### src/rtl/pwm_capture_multi_channel_pkg.sv
// Shared constants and helpers for the 16-channel PWM duty decoder.
// The channel count and slice indexing match the PWM generator's packed compare layout.
package pwm_capture_multi_channel_pkg;

    localparam int unsigned CHANNELS = 16;

    // Returns the LSB position of channel ch within a packed bus of width-bit words.
    function automatic int unsigned slice_lo(input int unsigned ch, input int unsigned width);
        return ch * width;
    endfunction

endpackage

### src/rtl/pwm_capture_channel.sv
// One capture channel: input synchroniser, per-frame high-cycle accumulator, and a
// duty/overflow latch that saturates an always-high frame to all ones.
module pwm_capture_channel
    import pwm_capture_multi_channel_pkg::*;
#(
    parameter int unsigned BIT_LENGTH  = 8,
    parameter int unsigned SYNC_STAGES = 2
) (
    input  logic                  CLK,
    input  logic                  RST,
    input  logic                  pwm_i,
    input  logic                  frame_end_i,
    output logic [BIT_LENGTH-1:0] duty_o,
    output logic                  overflow_o
);

    localparam logic [BIT_LENGTH:0] FullFrame = {1'b1, {BIT_LENGTH{1'b0}}};

    logic [SYNC_STAGES-1:0] sync_q, sync_d;
    logic [BIT_LENGTH:0]    acc_q, acc_d;
    logic [BIT_LENGTH:0]    total;
    logic [BIT_LENGTH-1:0]  duty_q, duty_d;
    logic                   ovf_q, ovf_d;
    logic                   s;

    always_comb begin
        sync_d = {sync_q[SYNC_STAGES-2:0], pwm_i};
        s      = sync_q[SYNC_STAGES-1];
        total  = acc_q + {{BIT_LENGTH{1'b0}}, s};
        acc_d  = total;
        duty_d = duty_q;
        ovf_d  = ovf_q;
        if (frame_end_i) begin
            acc_d = '0;
            // A count of exactly 2^BIT_LENGTH does not fit the duty word.
            if (total == FullFrame) begin
                duty_d = '1;
                ovf_d  = 1'b1;
            end else begin
                duty_d = total[BIT_LENGTH-1:0];
                ovf_d  = 1'b0;
            end
        end
    end

    always_ff @(posedge CLK) begin
        if (RST) begin
            sync_q <= '0;
            acc_q  <= '0;
            duty_q <= '0;
            ovf_q  <= 1'b0;
        end else begin
            sync_q <= sync_d;
            acc_q  <= acc_d;
            duty_q <= duty_d;
            ovf_q  <= ovf_d;
        end
    end

    assign duty_o     = duty_q;
    assign overflow_o = ovf_q;

endmodule

### src/rtl/pwm_capture_multi_channel.sv
// 16-channel PWM duty decoder: a shared free-running frame counter drives all channels,
// and Valid pulses on the cycle the latched duty words become visible.
module pwm_capture_multi_channel
    import pwm_capture_multi_channel_pkg::*;
#(
    parameter int unsigned BIT_LENGTH  = 8,
    parameter int unsigned SYNC_STAGES = 2
) (
    input  logic                           CLK,
    input  logic                           RST,
    input  logic [CHANNELS-1:0]            PWMs,
    output logic [BIT_LENGTH*CHANNELS-1:0] Duties,
    output logic [CHANNELS-1:0]            Overflow,
    output logic                           Valid
);

    logic [BIT_LENGTH-1:0] frame_count_q, frame_count_d;
    logic                  valid_q, valid_d;
    logic                  frame_end;

    always_comb begin
        frame_end     = (frame_count_q == {BIT_LENGTH{1'b1}});
        frame_count_d = frame_count_q + {{(BIT_LENGTH-1){1'b0}}, 1'b1};
        valid_d       = frame_end;
    end

    always_ff @(posedge CLK) begin
        if (RST) begin
            frame_count_q <= '0;
            valid_q       <= 1'b0;
        end else begin
            frame_count_q <= frame_count_d;
            valid_q       <= valid_d;
        end
    end

    assign Valid = valid_q;

    for (genvar ch = 0; ch < CHANNELS; ch++) begin : g_ch
        pwm_capture_channel #(
            .BIT_LENGTH (BIT_LENGTH),
            .SYNC_STAGES(SYNC_STAGES)
        ) u_channel (
            .CLK        (CLK),
            .RST        (RST),
            .pwm_i      (PWMs[ch]),
            .frame_end_i(frame_end),
            .duty_o     (Duties[slice_lo(ch, BIT_LENGTH) +: BIT_LENGTH]),
            .overflow_o (Overflow[ch])
        );
    end

endmodule

### config.mk
export PLATFORM = sky130hd
export DESIGN_NAME = pwm_capture_multi_channel
export DESIGN_NICKNAME = d
export VERILOG_FILES = /design/src/rtl/pwm_capture_multi_channel_pkg.sv /design/src/rtl/pwm_capture_channel.sv /design/src/rtl/pwm_capture_multi_channel.sv
export SDC_FILE = /design/constraint.sdc
export NUM_CORES = 1
export LEC_CHECK = 0
export ABC_CLOCK_PERIOD_IN_PS = 4500
export CAP_MARGIN = 5
export CORE_MARGIN = 4
export CORE_UTILIZATION = 45
export CTS_BUF_LIST = sky130_fd_sc_hd__clkbuf_8
export DETAILED_ROUTE_END_ITERATION = 6
export DONT_BUFFER_PORTS = 1
export HOLD_SLACK_MARGIN = 0.1
export PLACE_DENSITY = 0.6
export SYNTH_ARGS = -nofsm -noshare
export SYNTH_HDL_FRONTEND = slang
export SYNTH_SLANG_ARGS = --single-unit
### constraint.sdc
create_clock -name CLK -period 4.5 [get_ports CLK]
set_input_delay 0.675 -clock CLK [delete_from_list [all_inputs] [get_ports CLK]]
set_output_delay 0.675 -clock CLK [all_outputs]
set_load 0.05 [all_outputs]
# Word-level counts from Yosys, hierarchy flattened
# Index checks and enable logic that the tools add are counted.
# op_classes
n_lt_le_gt_ge,0
div_mod_pow,0
n_eq_ne,17
n_reduce_logical,1
shift,0
add_sub_neg,17
bitwise,0
n_mul,0
muxes,32
# ops
operator,count
9-bit by 1-bit adder with 9-bit output,16
"9-bit equality test, second input constant",16
8-bit 2-to-1 mux,16
1-bit 2-to-1 mux,16
"8-bit by 1-bit adder with 8-bit output, second input constant",1
"8-bit equality test, second input constant",1
2-bit OR reduction,1
# word_totals
word_cells,133
in_bits,18
mem_bits_ro,0
mem_count,0
latch_bits,0
regBits,329
mem_bits_rw,0

# Longest topological paths before layout
# Gate-level depths: netlist (run 1).
# depth
word_depth,3
ltp_mapped,9
depth_no_buf,7

# Modules after synthesis
# From an unflattened synthesis (run 1), not the netlist that was laid out.
# unflattened
hier_cells,1637
hier_area_um2,14881.8
# by_module_without_submodules
mod,cells_each,area_each_um2,seq_area_each_um2,instances
pwm_capture_channel,100,908.4,400.4,16
pwm_capture_multi_channel,37,347.8,180.2,1

# Least setup slack after synthesis (run 1)
# OpenSTA, ideal clock, no wires.
# synth_path
kind,register -> register
startpoint,register g_ch[6].u_channel.acc_q[0]
endpoint,register g_ch[6].u_channel.duty_q[7]
required_ps,4412
setup_time_ps,88
n_path_buf,0
arrival_ps,2013
synth_period_minus_slack_ps,2102
setup_slack_ps,2398
path_stages_with_launch,7
cell_sequence,dfxtp_1 ha_1 ha_1 or4_4 a2111oi_4 nand3_2 a311oi_2
# synth_via
elab_chain_len,3
# synth_lines
element,line,text
start: declaration,pwm_capture_channel.sv:20,"logic [BIT_LENGTH:0] acc_q, acc_d;"
start signal: assignment,pwm_capture_channel.sv:49,acc_q <= '0;
start signal: assignment,pwm_capture_channel.sv:54,acc_q <= acc_d;
9-bit by 1-bit adder with 9-bit output,pwm_capture_channel.sv:29,"total = acc_q + {{BIT_LENGTH{1'b0}}, s};"
named net g_ch[6].u_channel.total[1],pwm_capture_channel.sv:21,logic [BIT_LENGTH:0] total;
9-bit equality test,pwm_capture_channel.sv:36,if (total == FullFrame) begin
8-bit 2-to-1 mux,pwm_capture_channel.sv:36,
end signal: assignment,pwm_capture_channel.sv:55,duty_q <= duty_d;
end: declaration,pwm_capture_channel.sv:22,"logic [BIT_LENGTH-1:0] duty_q, duty_d;"
# The timed path passes the listed nets, and every way through them passes these cells.
# A chain may end at the register's enable or synchronous reset.

# Worst setup path in the final report (run 1)
# layout_path
startpoint,register frame_count_q[0]
endpoint,register g_ch[7].u_channel.duty_q[0]
# layout_via
elab_chain_len,1
# layout_lines
element,line,text
start: declaration,pwm_capture_multi_channel.sv:17,"logic [BIT_LENGTH-1:0] frame_count_q, frame_count_d;"
start signal: assignment,pwm_capture_multi_channel.sv:32,frame_count_q <= frame_count_d;
8-bit equality test,pwm_capture_multi_channel.sv:22,frame_end = (frame_count_q == {BIT_LENGTH{1'b1}});
end signal: assignment,pwm_capture_channel.sv:55,
end: declaration,pwm_capture_channel.sv:22,
# Every way passes these cells.

==> results of run 1 <==
-- sequential cells by signal, indices dropped and copies added, names as in the netlist --
signal                     count
frame_count_q                  8
g_ch.u_channel.duty_o        128
g_ch.u_channel.acc_q         144
g_ch.u_channel.sync_q         32
Valid                          1
g_ch.u_channel.overflow_o     16
-- worst max path at each step --
stage                                   to  slack [ns]                       start
6_report       g_ch[7].u_channel.duty_o[0]        2.10            frame_count_q[0]
5_1_grt        g_ch[7].u_channel.duty_o[0]        1.90            frame_count_q[0]
4_1_cts        g_ch[7].u_channel.duty_o[1]        2.11            frame_count_q[0]
3_5_place_dp   g_ch[7].u_channel.duty_o[1]        2.04                         RST
3_3_place_gp   g_ch[7].u_channel.duty_o[1]        2.11                         RST
2_1_floorplan  g_ch[6].u_channel.duty_o[7]        2.40  g_ch[6].u_channel.acc_q[0]
-- metrics by stage --
stage	instances	area [sq um]	total power (W)	setup slack (ns)
after global routing	1896	14900	0.00591	1.90
after detailed placement	1799	13800	0.00313	2.04
final	1896	14900	0.00566	2.10
after global placement	1799	13800	0.00313	2.11
after floorplan	1505	13700	0.00311	2.40
after CTS	1896	14900	0.00575	2.11
-- metal layers --
metal  part of all wire, %  vias up  track usage (%)
met2                    44      231             29.0
met1                    46     4834             24.6
li1                      -     5200                -
met4                   2.5        0             5.07
met5                     0        -                0
met3                   7.0       68             5.49
-- worst max-delay path: cells and delay by family (launching register included) --
family / cells / cell delay [ns]
adders and majority gates: 1 / 0.24
AOI/OAI and AO/OA: 2 / 0.65
DFF: 1 / 0.35
and+or+nand+nor: 3 / 0.60
buffers and inverters: 2 / 0.47
-- power by group --
group          switching (W)  total [W]  internal, W  leakage [nW]
Clock                0.00117    0.00259      0.00143         0.638
Combinational      0.0000711   0.000115    0.0000444          2.42
Sequential        0.00000886    0.00295      0.00294          2.66
-- cell type report --
cell class	count	area share [%]
inverters	14	0.362
clock inverters	28	0.975
clock buffers	69	6.38
flip-flops and latches	329	44.3
multi-input cells	1057	44.2
repair buffers	9	0.538
well taps	390	3.28
-- logic make-up (layout without fill, tap and decap cells) --
family,count (synthesis),in the layout,share of synthesized area (%)
AND/OR/NAND/NOR,622,622,22.3
flip-flops,329,329,47.9
AO/OA/AOI/OAI,259,259,13.0
buffers and inverters,119,120,4.38
XOR/XNOR,117,117,7.45
adder cells (fa/ha/maj),33,33,3.00
multiplexers,26,26,1.93
-- cell usage in the layout, fill, tap and decap left out, types with 7 or more instances in the layout --
| cell | instances |
|---|---|
| sky130_fd_sc_hd__clkbuf_8 | 69 |
| sky130_fd_sc_hd__nand4_1 | 24 |
| sky130_fd_sc_hd__a31oi_1 | 37 |
| sky130_fd_sc_hd__inv_1 | 31 |
| sky130_fd_sc_hd__buf_4 | 8 |
| sky130_fd_sc_hd__or3_1 | 10 |
| sky130_fd_sc_hd__clkinv_2 | 9 |
| sky130_fd_sc_hd__ha_1 | 33 |
| sky130_fd_sc_hd__a311oi_1 | 16 |
| sky130_fd_sc_hd__xor2_1 | 44 |
| sky130_fd_sc_hd__and2_1 | 7 |
| sky130_fd_sc_hd__o21a_1 | 9 |
| sky130_fd_sc_hd__nand3_1 | 81 |
| sky130_fd_sc_hd__xnor2_1 | 73 |
| sky130_fd_sc_hd__nor3_1 | 26 |
| sky130_fd_sc_hd__nor2b_1 | 36 |
| sky130_fd_sc_hd__and3_1 | 47 |
| sky130_fd_sc_hd__nand2_1 | 121 |
| sky130_fd_sc_hd__mux2i_1 | 22 |
| sky130_fd_sc_hd__a211o_1 | 18 |
| sky130_fd_sc_hd__dfxtp_1 | 329 |
| sky130_fd_sc_hd__nor2_1 | 208 |
| sky130_fd_sc_hd__o211ai_1 | 34 |
| sky130_fd_sc_hd__a21oi_1 | 29 |
| sky130_fd_sc_hd__o21ai_0 | 67 |
| sky130_fd_sc_hd__o21ai_1 | 8 |
| sky130_fd_sc_hd__o22ai_1 | 7 |
| sky130_fd_sc_hd__and4_1 | 8 |
==> summary.md, run 1 <==
The number of antenna violations at the first check in global routing was 0; the number of hold violations in the final report was 0. The reg-to-reg endpoint was g_ch[7].u_channel.duty_o[0]. The largest individual stage delay along the critical path comes from the cell sky130_fd_sc_hd__o2111ai_1. The cell area that synthesis handed to floorplanning was 13700 sq um. The critical register-to-register path startpoint was frame_count_q[0].

The first TritonRoute pass finished after 7 iterations. The number of buffers inserted during clock tree synthesis was 54. Measured along the y axis, the die boundary spans 183 um. Detailed routing inserted a total of 10333 vias. By area the synthesized netlist is led by sky130_fd_sc_hd__dfxtp_1, sky130_fd_sc_hd__nor2_1, sky130_fd_sc_hd__xnor2_1. The first global-routing pass estimated 51600 um of wire.

The area of the core region is 29900 sq um. The multi-input combinational cells in the finished layout cover a total of 6580 sq um. In this run the tightest slew margin relative to its limit is 41.7%.

STA puts the critical path data required time at 4.99 ns. The run gives 63 as the number of cell rows. Buffers placed on the I/O ports in this run total 0. The number of hold buffers added after CTS was 0. For hold timing, the worst endpoint is g_ch[5].u_channel.sync_q[0].

On the worst path, the slowest cell contributes a delay of 0.43 ns. The run gives 5.72 nW as the reported leakage power. Synthesis handed over a netlist of 1505 instances.

Counting cells, the worst reg-to-reg path comes to 8. Count of final setup violators: 0. The sequential cell area fraction in the yosys report came out at 47.9%. Relative to the synthesized area, the layout overhead comes to 8.22%. The post-CTS resize count was 0. The kind of end point of the critical path is a flip-flop. Cells fill 49.8% of the core in the end. Of the available clock period, the critical path in the final layout requires 53.3%. For the detailed router's first-iteration violation count, the log shows 581. In this run the mean area of a mapped cell was 9.14 sq um.

The antenna diode count came out at 0. The number of vias per cell is 5.45, and the buffer count from post-CTS setup fixing is 0. TritonCTS built the clock tree.

The tree is rooted in a sky130_fd_sc_hd__clkbuf_8. The clock passes through at most 3 buffers. The die is 183 um wide.

After clock tree synthesis, the clock-pin slew on the worst setup and hold paths is 0.06 ns. The H-tree was split into 2 levels. 163 I/O pins were placed. The maximum fanout count along the critical path was 9.

The routed length per placed instance is 16.5 um, and the worst hold-check slack is 0.189 ns. For this run, the leading register cell type out of synthesis is sky130_fd_sc_hd__dfxtp_1. In the final layout, flip-flops and latches occupy 6590 sq um.

For the worst-skew pair, the clock arrives at the later sink with an insertion delay of 0.57 ns. The startpoint-to-endpoint class of the critical path is flip-flop to flip-flop. Setup repair after global routing left no endpoint under its margin. Entering global routing, the biggest net connects 130 pins. The number of global-route vias before repair was 9844; the number of enable-type register cells in the synthesized netlist was 0. The worst hold path belongs to the class primary input to flip-flop. In the routed design, unresolved DRC markers number 0. The routed design has 31300 um of wire. By count the netlist is led by sky130_fd_sc_hd__dfxtp_1, sky130_fd_sc_hd__nor2_1, sky130_fd_sc_hd__nand2_1, sky130_fd_sc_hd__nand3_1, sky130_fd_sc_hd__xnor2_1. The run gives 0 ns as the total negative slack for setup checks. The max-capacitance violation count is 0, and the minimum clock period is 2.40 ns. The congestion estimate from routability-driven global placement came to 0.842. The worst setup path is launched from a flip-flop. Global routing used 18.3% of the available tracks.

CTS saw 329 sinks. The worst hold path begins at RST. The number of nets handed over by synthesis was 1556.

For this configuration, the core starts out at a cell density of 46.0%. After global routing the overflow that remains totals 0. Fill cells in the final layout number 2861.

The worst clock skew on the final layout is 0.0239 ns. In this run, distinct cell masters in the synthesized netlist total 64. In the final layout, the share of cells above drive strength 1 is 8.10%.

The run finished with clean final reports. The data arrival time of the worst path is 2.89 ns, and the internal reg-to-reg setup slack is 2.10 ns. The share of the synthesized area in the top cell type is 47.9%. By instance count, the leading cell after synthesis is sky130_fd_sc_hd__dfxtp_1.

The number of register bits inferred by synthesis was 329; the worst-case vdd ir drop was 0.184 mV. The signal on the critical path passes through ha_1 > and3_1 > nand3_1 > buf_4 > inv_1 > and4_1 > o2111ai_1 > o21ai_0. The net count of the finished layout is 1516. Upper clock frequency limit: 417 MHz.

The run gives 20000 um as the post-DP HPWL. The floorplan step defined a die boundary enclosing 33400 sq um. sky130_fd_sc_hd__dfxtp_1 takes more of the synthesized area than any other cell.

The depth of the worst hold-timing path works out to 1. Dividing total power by cell area gives a power density of 380 nW/um^2. For the pin with the worst max-slew slack, the measured transition is 0.874 ns. The count of yosys warnings during synthesis is 0, and the final antenna-violating net count is 0. The number of slew-limit violations in the final report is 0, and the share of async-settable or async-resettable flops after synthesis is 0%.
No activity file was read; power rests on OpenSTA's default activity.
==> run 2: changes to the inputs <==
--- a/config.mk
+++ b/config.mk
@@ -5,7 +5,8 @@
 export SDC_FILE = /design/constraint.sdc
 export NUM_CORES = 1
 export LEC_CHECK = 0
-export ABC_CLOCK_PERIOD_IN_PS = 4500
+export ABC_AREA = 1
+export ABC_CLOCK_PERIOD_IN_PS = 2500
 export CAP_MARGIN = 5
 export CORE_MARGIN = 4
 export CORE_UTILIZATION = 45
==> constraint.sdc (replaced) <==
create_clock -name CLK -period 2.5 [get_ports CLK]
set_input_delay 0.375 -clock CLK [delete_from_list [all_inputs] [get_ports CLK]]
set_output_delay 0.375 -clock CLK [all_outputs]
set_load 0.05 [all_outputs]
==> run 2 against run 1 <==
Effect of this change: final cell count up 25%; synthesized area down 0.72%; register-to-register slack worse by 1.8 ns; global-route usage about the same; worst setup slack worse by 1.8 ns; critical path type unchanged; largest cell class unchanged.
==> summary.md, run 2 <==
The tools report the detailed router's first-iteration violation count as 650. The data arrival time of the worst path came out at 2.70 ns. The library cell used most frequently in the layout, excluding fill and tap cells, is sky130_fd_sc_hd__nand2_1. The logs give 0 for the number of hold violations in the final report and 7.35 nW for the reported leakage power. The number of slew-limit violations in the final report is 0, and the count of final setup violators is 0. The Yosys step of the flow raised 0 warnings.

Once the floorplan was initialized, standard cells occupied 45.8% of the core. The tools report the number of cells in the finished layout apart from fillers as 2361. In this run the tightest slew margin relative to its limit is 54.8%. During placement, the flow inserted port buffers numbering 0.

By startpoint and endpoint, the worst setup path is classified as flip-flop to flip-flop. The final layout contains 1977 nets. The worst path needs 2.19 ns of the cycle, external delays included. The sequential cell area fraction in the yosys report came out at 48.2%.

The worst hold path belongs to the class flip-flop to flip-flop. For this run, the total global-route usage over all layers was measured as 18.3%. Max-cap violations in this run came to 0. Along the worst path, the maximum fanout reaches 28. The clock latency of the later-clocked register in the worst-skew pair came out at 0.58 ns.

The post-CTS clock slew at the launch and capture registers of the worst setup and hold paths came out at 0.06 ns. The commonest cells after synthesis are sky130_fd_sc_hd__nand2_1, sky130_fd_sc_hd__dfxtp_1, sky130_fd_sc_hd__nor2_1, sky130_fd_sc_hd__inv_1. At the pin with the least slew margin, the transition time is 0.678 ns.

The period utilization was 87.4%; the last weighted congestion value of the routability-driven placer was 0.814. Number of global-route vias before repair: 10921. Largest area contributor in the synthesized netlist: sky130_fd_sc_hd__dfxtp_1. Counting flops with a built-in enable in the synthesized netlist gives 0. The global route total overflow was 0; the cell count after synthesis was 1906. The mean instance size in the synthesized netlist works out to 7.16 sq um. Fill cells in the final layout number 2925. Clock tree synthesis selected as its root buffer the cell sky130_fd_sc_hd__clkbuf_8. The dominant register cell in the synthesized netlist was sky130_fd_sc_hd__dfxtp_1. After floorplanning, the core was sized to cover 29800 sq um. After synthesis, the cell types taking the most area are sky130_fd_sc_hd__dfxtp_1, sky130_fd_sc_hd__nand2_1, sky130_fd_sc_hd__nor2_1.

Flip-flop count of the largest register, all copies and words added: 144. In this run the horizontal extent of the chip is 182 um. For the number of design rule violations left after detail routing, the log shows 0. 0 antenna diodes ended up in the layout.

Static timing analysis puts the maximum clock frequency at 458 MHz. The logs give 56 for the number of buffers inserted during clock tree synthesis and 63 for the number of cell rows. STA classifies the critical path endpoint as a flip-flop. After synthesis the netlist holds a flip-flop and latch count of 329. At the worst endpoint, the required time is 3.01 ns.

Across all layers, the routed design uses 11198 vias. The number of different library cells in the post-synthesis netlist is 28, and the deepest clock path buffer count is 3. Number of primary I/O pins: 163. In the final layout, the multi-input gates occupy 5650 sq um. In the post-synthesis netlist, the cell with the most instances is sky130_fd_sc_hd__nand2_1. The run gives 20100 um as the post-DP HPWL.

Number of antenna violations at the first check in global routing: 0. The worst-case vdd ir drop is 0.375 mV, and the power density normalized to cell area is 699 nW/um^2. The routed wire length is 30400 um. Dividing the detail-routed via count by the number of cells gives 4.74. The net count after synthesis was 1957.

The number of instances in the placed design was 2238; the area of the mapped netlist was 13700 sq um. The register ranked first by flip-flop count was g_ch.u_channel.acc_q. Once placement finished, the instance area stood at 13900 sq um. The buffer count from post-CTS setup fixing is 0. From bottom edge to top edge, the die measures 182 um. The share of async-settable or async-resettable flops after synthesis came out at 0%. The die covers 33200 sq um. Entering global routing, the biggest net connects 145 pins.

The worst setup path is launched from a flip-flop. The wire length of the first global-routing pass was 51800 um; the synthesis-to-finish area growth was 12.3%. TritonCTS built the clock tree. Setup repair after global routing left no endpoint under its margin. Number of optimization iterations in the first detailed-route pass: 5.

The flow ran to the end, and the final reports show no timing, DRC or antenna violations. The sequential cell area is 6590 sq um. The logs give 0.0230 ns for the worst clock skew on the final layout and 329 for the clock net sink count.

For the total negative slack for setup checks, the log shows 0 ns. In the layout the commonest cells are sky130_fd_sc_hd__nand2_1, sky130_fd_sc_hd__dfxtp_1, sky130_fd_sc_hd__nor2_1, sky130_fd_sc_hd__inv_1. The share of post-route cells with drive strength above 1 is 6.14%.

With fillers left out, the area of the finished cells amounts to 15300 sq um. The share of the synthesized area in the top cell type works out to 48.2%. After detailed routing, the average wire length per cell comes to 12.9 um.

Across all hold checks on the routed design, the worst slack comes to 0.399 ns. The detail route stage leaves a number of antenna-violating nets equal to 0. The run gives 2 as the H-tree depth.
-- run 2: changes by cell type after synthesis, sizes merged, moves of 36 or more --
cell / delta
nand2: +433
inv: +257
nor2: +120
xnor2: -71
a21oi: +50
and3: -49
clkbuf: -45
a31oi: -37
nor2b: -36
o211ai: -36
-- run 2: layer usage --
metal | GRT usage [%] | up-vias | share of wire, %
met2 | 31.4 | 191 | 46
li1 | - | 5934 | -
met1 | 22.6 | 5023 | 46
met5 | 0 | - | 0
met3 | 4.64 | 50 | 5.9
met4 | 5.88 | 0 | 2.3
-- run 2: logic make-up (layout without fill, tap and decap cells) --
logic type / count (synthesis) / after routing / synth area share, %
buf+inv: 337 / 402 / 10.4
simple gates: 1014 / 1014 / 30.1
fa+ha+maj: 33 / 33 / 3.02
flops: 329 / 329 / 48.2
compound gates: 181 / 181 / 7.44
xor+xnor: 12 / 12 / 0.770
-- run 2: final timing paths --
kind                               start                           end  slack, ns  depth (start not counted)
max                     frame_count_q[0]  g_ch[11].u_channel.duty_o[0]       0.31                         10
min          g_ch[4].u_channel.sync_q[0]   g_ch[4].u_channel.sync_q[1]       0.40                          2
max reg2reg             frame_count_q[0]  g_ch[11].u_channel.duty_o[0]       0.31                         10
min reg2reg  g_ch[4].u_channel.sync_q[0]   g_ch[4].u_channel.sync_q[1]       0.40                          2
-- run 2: per-stage QoR --
stage               utilization [%]  setup slack, ns  total power [W]
floorplan                         -            0.945          0.00563
global placement               46.6            0.438          0.00568
detailed placement             46.6            0.397          0.00569
CTS                            51.5            0.348           0.0109
global route                   51.5           0.0659           0.0112
finish                         51.5            0.314           0.0107
-- run 2: area by class of cell --
cell class | instances | area share [%]
clock buffers | 74 | 6.64
clock inverters | 29 | 1.36
inverters | 271 | 6.66
multi-input cells | 1240 | 36.9
flip-flops and latches | 329 | 43.0
well taps | 390 | 3.18
repair buffers | 28 | 2.33
-- run 2: worst max-delay path: stages, from the launching register on --
cell	delay, ns
sky130_fd_sc_hd__dfxtp_1	0.34
sky130_fd_sc_hd__ha_1	0.17
sky130_fd_sc_hd__nand2_1	0.08
sky130_fd_sc_hd__nor2_2	0.13
sky130_fd_sc_hd__nand2_1	0.15
sky130_fd_sc_hd__nor2_4	0.15
sky130_fd_sc_hd__clkinv_2	0.37
sky130_fd_sc_hd__buf_12	0.32
sky130_fd_sc_hd__o21ai_0	0.25
sky130_fd_sc_hd__inv_1	0.08
sky130_fd_sc_hd__nand2_1	0.06
-- run 2: where the power goes --
part / internal (W) / switching, W
Sequential: 0.00529 / 0.0000166
Combinational: 0.000104 / 0.000196
Clock: 0.00296 / 0.00215
Total: 0.00835 / 0.00237
-- run 2: timing repair --
item | in CTS | in global routing
gates resized for setup | 0 | 0
hold buffers | 20 | 0
endpoints found under the hold margin | 40 | 0
==> run 3: changes to the inputs <==
--- a/config.mk
+++ b/config.mk
@@ -9,12 +9,12 @@
 export ABC_CLOCK_PERIOD_IN_PS = 2500
 export CAP_MARGIN = 5
 export CORE_MARGIN = 4
-export CORE_UTILIZATION = 45
+export CORE_UTILIZATION = 55
 export CTS_BUF_LIST = sky130_fd_sc_hd__clkbuf_8
 export DETAILED_ROUTE_END_ITERATION = 6
 export DONT_BUFFER_PORTS = 1
 export HOLD_SLACK_MARGIN = 0.1
-export PLACE_DENSITY = 0.6
+export PLACE_DENSITY = 0.7
 export SYNTH_ARGS = -nofsm -noshare
 export SYNTH_HDL_FRONTEND = slang
 export SYNTH_SLANG_ARGS = --single-unit
==> run 3 against run 2 <==
Effect of this change: combinational power is 2% lower; sequential power hardly changed; register-to-register slack better by 0.29 ns; critical path type unchanged; largest power group unchanged.
==> summary.md, run 3 (synthesis gave the netlist of run 2 again) <==
The flow ran to the end, and the final reports show no timing, DRC or antenna violations. The library cells used most frequently in the layout, excluding fill and tap cells, are sky130_fd_sc_hd__nand2_1, sky130_fd_sc_hd__dfxtp_1, sky130_fd_sc_hd__nor2_1, sky130_fd_sc_hd__inv_1. The logs give 1974 for the total number of nets in the final design and 3 for the deepest clock path buffer count. After routing, the total negative slack on setup checks comes to 0 ns.

Summed over all layers, the global routing overflow is 0. The number of primary I/O pins came out at 163. For the number of buffers inserted during clock tree synthesis, the log shows 53. In the routed design, unresolved DRC markers number 0. In this run the critical register-to-register path is launched from frame_count_q[0]. Buffers added to address setup during post-CTS repair amount to 0.

The logs give 0.570 mV for the worst-case vdd ir drop and 1 for the number of antenna violations at the first check in global routing. g_ch.u_channel.acc_q holds more flip-flops than any other register. Global routing used 21.2% of the available tracks across all layers.

The H-tree depth was 2. In the routed layout, each cell is associated on average with a via count of 4.97. The clock drives 329 sinks.

The maximum fanout count along the critical path is 27, and the clock latency of the later-clocked register in the worst-skew pair is 0.57 ns. The root buffer cell chosen for the clock tree is sky130_fd_sc_hd__clkbuf_8. The number of instances in the placed design is 2173. Summed over all nets, wire length on met2 after detailed routing comes to 13600 um.

For this design the static power due to leakage is 7.28 nW. The flip-flop count of the largest register, all copies and words added is 144, and the number of cells in the finished layout apart from fillers is 2289. Between clock sinks in the finished design, the worst skew comes to 0.0163 ns. After legalization and detailed placement, the total HPWL measured 19400 um. The routed design has 29400 um of wire. The filler cell count in the final layout came out at 2231. STA puts the critical path data arrival time at 2.40 ns. Based on the critical path, the design can be clocked at up to 528 MHz. In this run the power spent charging and discharging nets is 0.00233 W. The sequential cell area was 6590 sq um; the switching fraction of total power was 22.4%.

TritonCTS built the clock tree. STA puts the critical path data required time at 3.01 ns. The worst setup path is launched from a flip-flop.

The area enclosed by the die boundary is 27400 sq um, and the post-CTS clock slew at the launch and capture registers of the worst setup and hold paths is 0.06 ns. The sequential share of power came out at 51.0%. The startpoint identified for the worst hold timing path is RST.

The run gives 2.8% as the combinational fraction of design power. Across the run, the number of max-cap violations was 0. The number of hold violations in the final report is 0. Detailed routing placed a total of 2090 um of wire on met3. The minimum clock period was 1.90 ns. For the last weighted congestion value of the routability-driven placer, the log shows 0.836. Signal routing reaches up to met5. The worst setup path is of the flip-flop to flip-flop kind.

Buffers placed on the I/O ports in this run total 0. In this run, the clock network consumes 46.2% of the power. Kind of end point of the critical path: a flip-flop. At the pin with the least slew margin, the transition time is 0.703 ns. The wire length of the first global-routing pass is 48600 um, and the detailed router's first-iteration violation count is 593.

Power spread over the standard cell area amounts to 689 nW/um^2. The total number of vias is 11378, and the smallest setup slack after layout is 0.605 ns. The logs give 0 for the count of final setup violators and 53.2% for the worst-case headroom to the max-slew limit. At the placement stage, the worst setup path has a slack of 0.598 ns.

The final critical path takes up 75.8% of the cycle. The combined area of the multi-input logic cells was 5650 sq um; the floorplan die width was 166 um. The library cell used most frequently in the layout, excluding fill and tap cells, is sky130_fd_sc_hd__nand2_1. The routed length per placed instance was 12.8 um; the number of slew-limit violations in the final report was 0. The min-delay analysis places its worst path in the category primary input to flip-flop.

For this block, wires on met1 add up to 13200 um. The vertical die dimension is 166 um. The floorplan has 57 rows. The run gives 10508 as the number of global-route vias before repair. The share of post-route cells with drive strength above 1 was 6.11%. The count of nets left with antenna violations once routing finished came out at 0.

The pin count of the biggest net entering global routing is 145. In this run the standard cell core region covers 24400 sq um. The initial utilization of the core area, before any placement, comes to 56.0%. Cell internal power was estimated by the tool at 0.00808 W.

Setup repair after global routing left no endpoint under its margin. 0 antenna diodes ended up in the layout. The synthesis-to-finish area growth was 10.7%. In this run the worst setup path begins at frame_count_q[0]. The tools report the number of optimization iterations in the first detailed-route pass as 5.
## run 3: metal layers
layer	up-vias	global-route usage (%)
met3	51	5.36
met4	2	6.34
met5	-	0
met2	259	35.7
li1	5908	-
met1	5158	27.0
## run 3: cell type report
cell class,count,area share (%)
Clock inverter,28,1.21
Timing Repair Buffer,28,2.10
Multi-Input combinational cell,1240,37.4
Inverter,271,6.75
Tap cell,324,2.68
Clock buffer,69,6.28
Sequential cell,329,43.6
## run 3: through the flow
stage / util (%) / hold slack (ns) / instance area [sq um] / power, W
2_1_floorplan: - / 0.388 / 13700 / 0.00563
3_3_place_gp: 56.5 / 0.390 / 13800 / 0.00568
3_5_place_dp: 56.5 / 0.395 / 13800 / 0.00568
4_1_cts: 62.0 / 0.156 / 15100 / 0.0105
5_1_grt: 62.0 / 0.166 / 15100 / 0.0108
6_report: 62.0 / 0.202 / 15100 / 0.0104
## run 3: power by group through the flow
| stage | Sequential [W] | Clock (W) | Combinational, W |
|---|---|---|---|
| after floorplan | 0.00542 | 0 | 0.000213 |
| after global placement | 0.00542 | 0 | 0.000254 |
| after detailed placement | 0.00542 | 0 | 0.000257 |
| after CTS | 0.00531 | 0.00493 | 0.000299 |
| after global routing | 0.00531 | 0.00519 | 0.000339 |
| final | 0.00531 | 0.00481 | 0.000295 |
## run 3: path summary, 6_finish.rpt
path | slack (ns) | endpoint | depth (start not counted)
max | 0.60 | g_ch[13].u_channel.duty_o[1] | 11
min | 0.20 | Valid | 2
max reg2reg | 0.60 | g_ch[13].u_channel.duty_o[1] | 11
min reg2reg | 0.40 | g_ch[15].u_channel.sync_q[1] | 2
## run 3: critical path, stage by stage, from the launching register on
cell,delay [ns]
sky130_fd_sc_hd__dfxtp_1,0.32
sky130_fd_sc_hd__ha_1,0.20
sky130_fd_sc_hd__nand2_1,0.10
sky130_fd_sc_hd__nor2_2,0.05
sky130_fd_sc_hd__nand2_1,0.16
sky130_fd_sc_hd__nand2_4,0.09
sky130_fd_sc_hd__inv_4,0.26
sky130_fd_sc_hd__buf_4,0.36
sky130_fd_sc_hd__nand2_1,0.07
sky130_fd_sc_hd__o21ai_0,0.09
sky130_fd_sc_hd__inv_1,0.06
sky130_fd_sc_hd__nand2_1,0.06
## run 3: what timing repair did
action                                  CTS  global route
endpoints found under the setup margin    0             0
resized for setup                         0             0
hold buffers                             19             0
hold endpoints to repair                 40             0
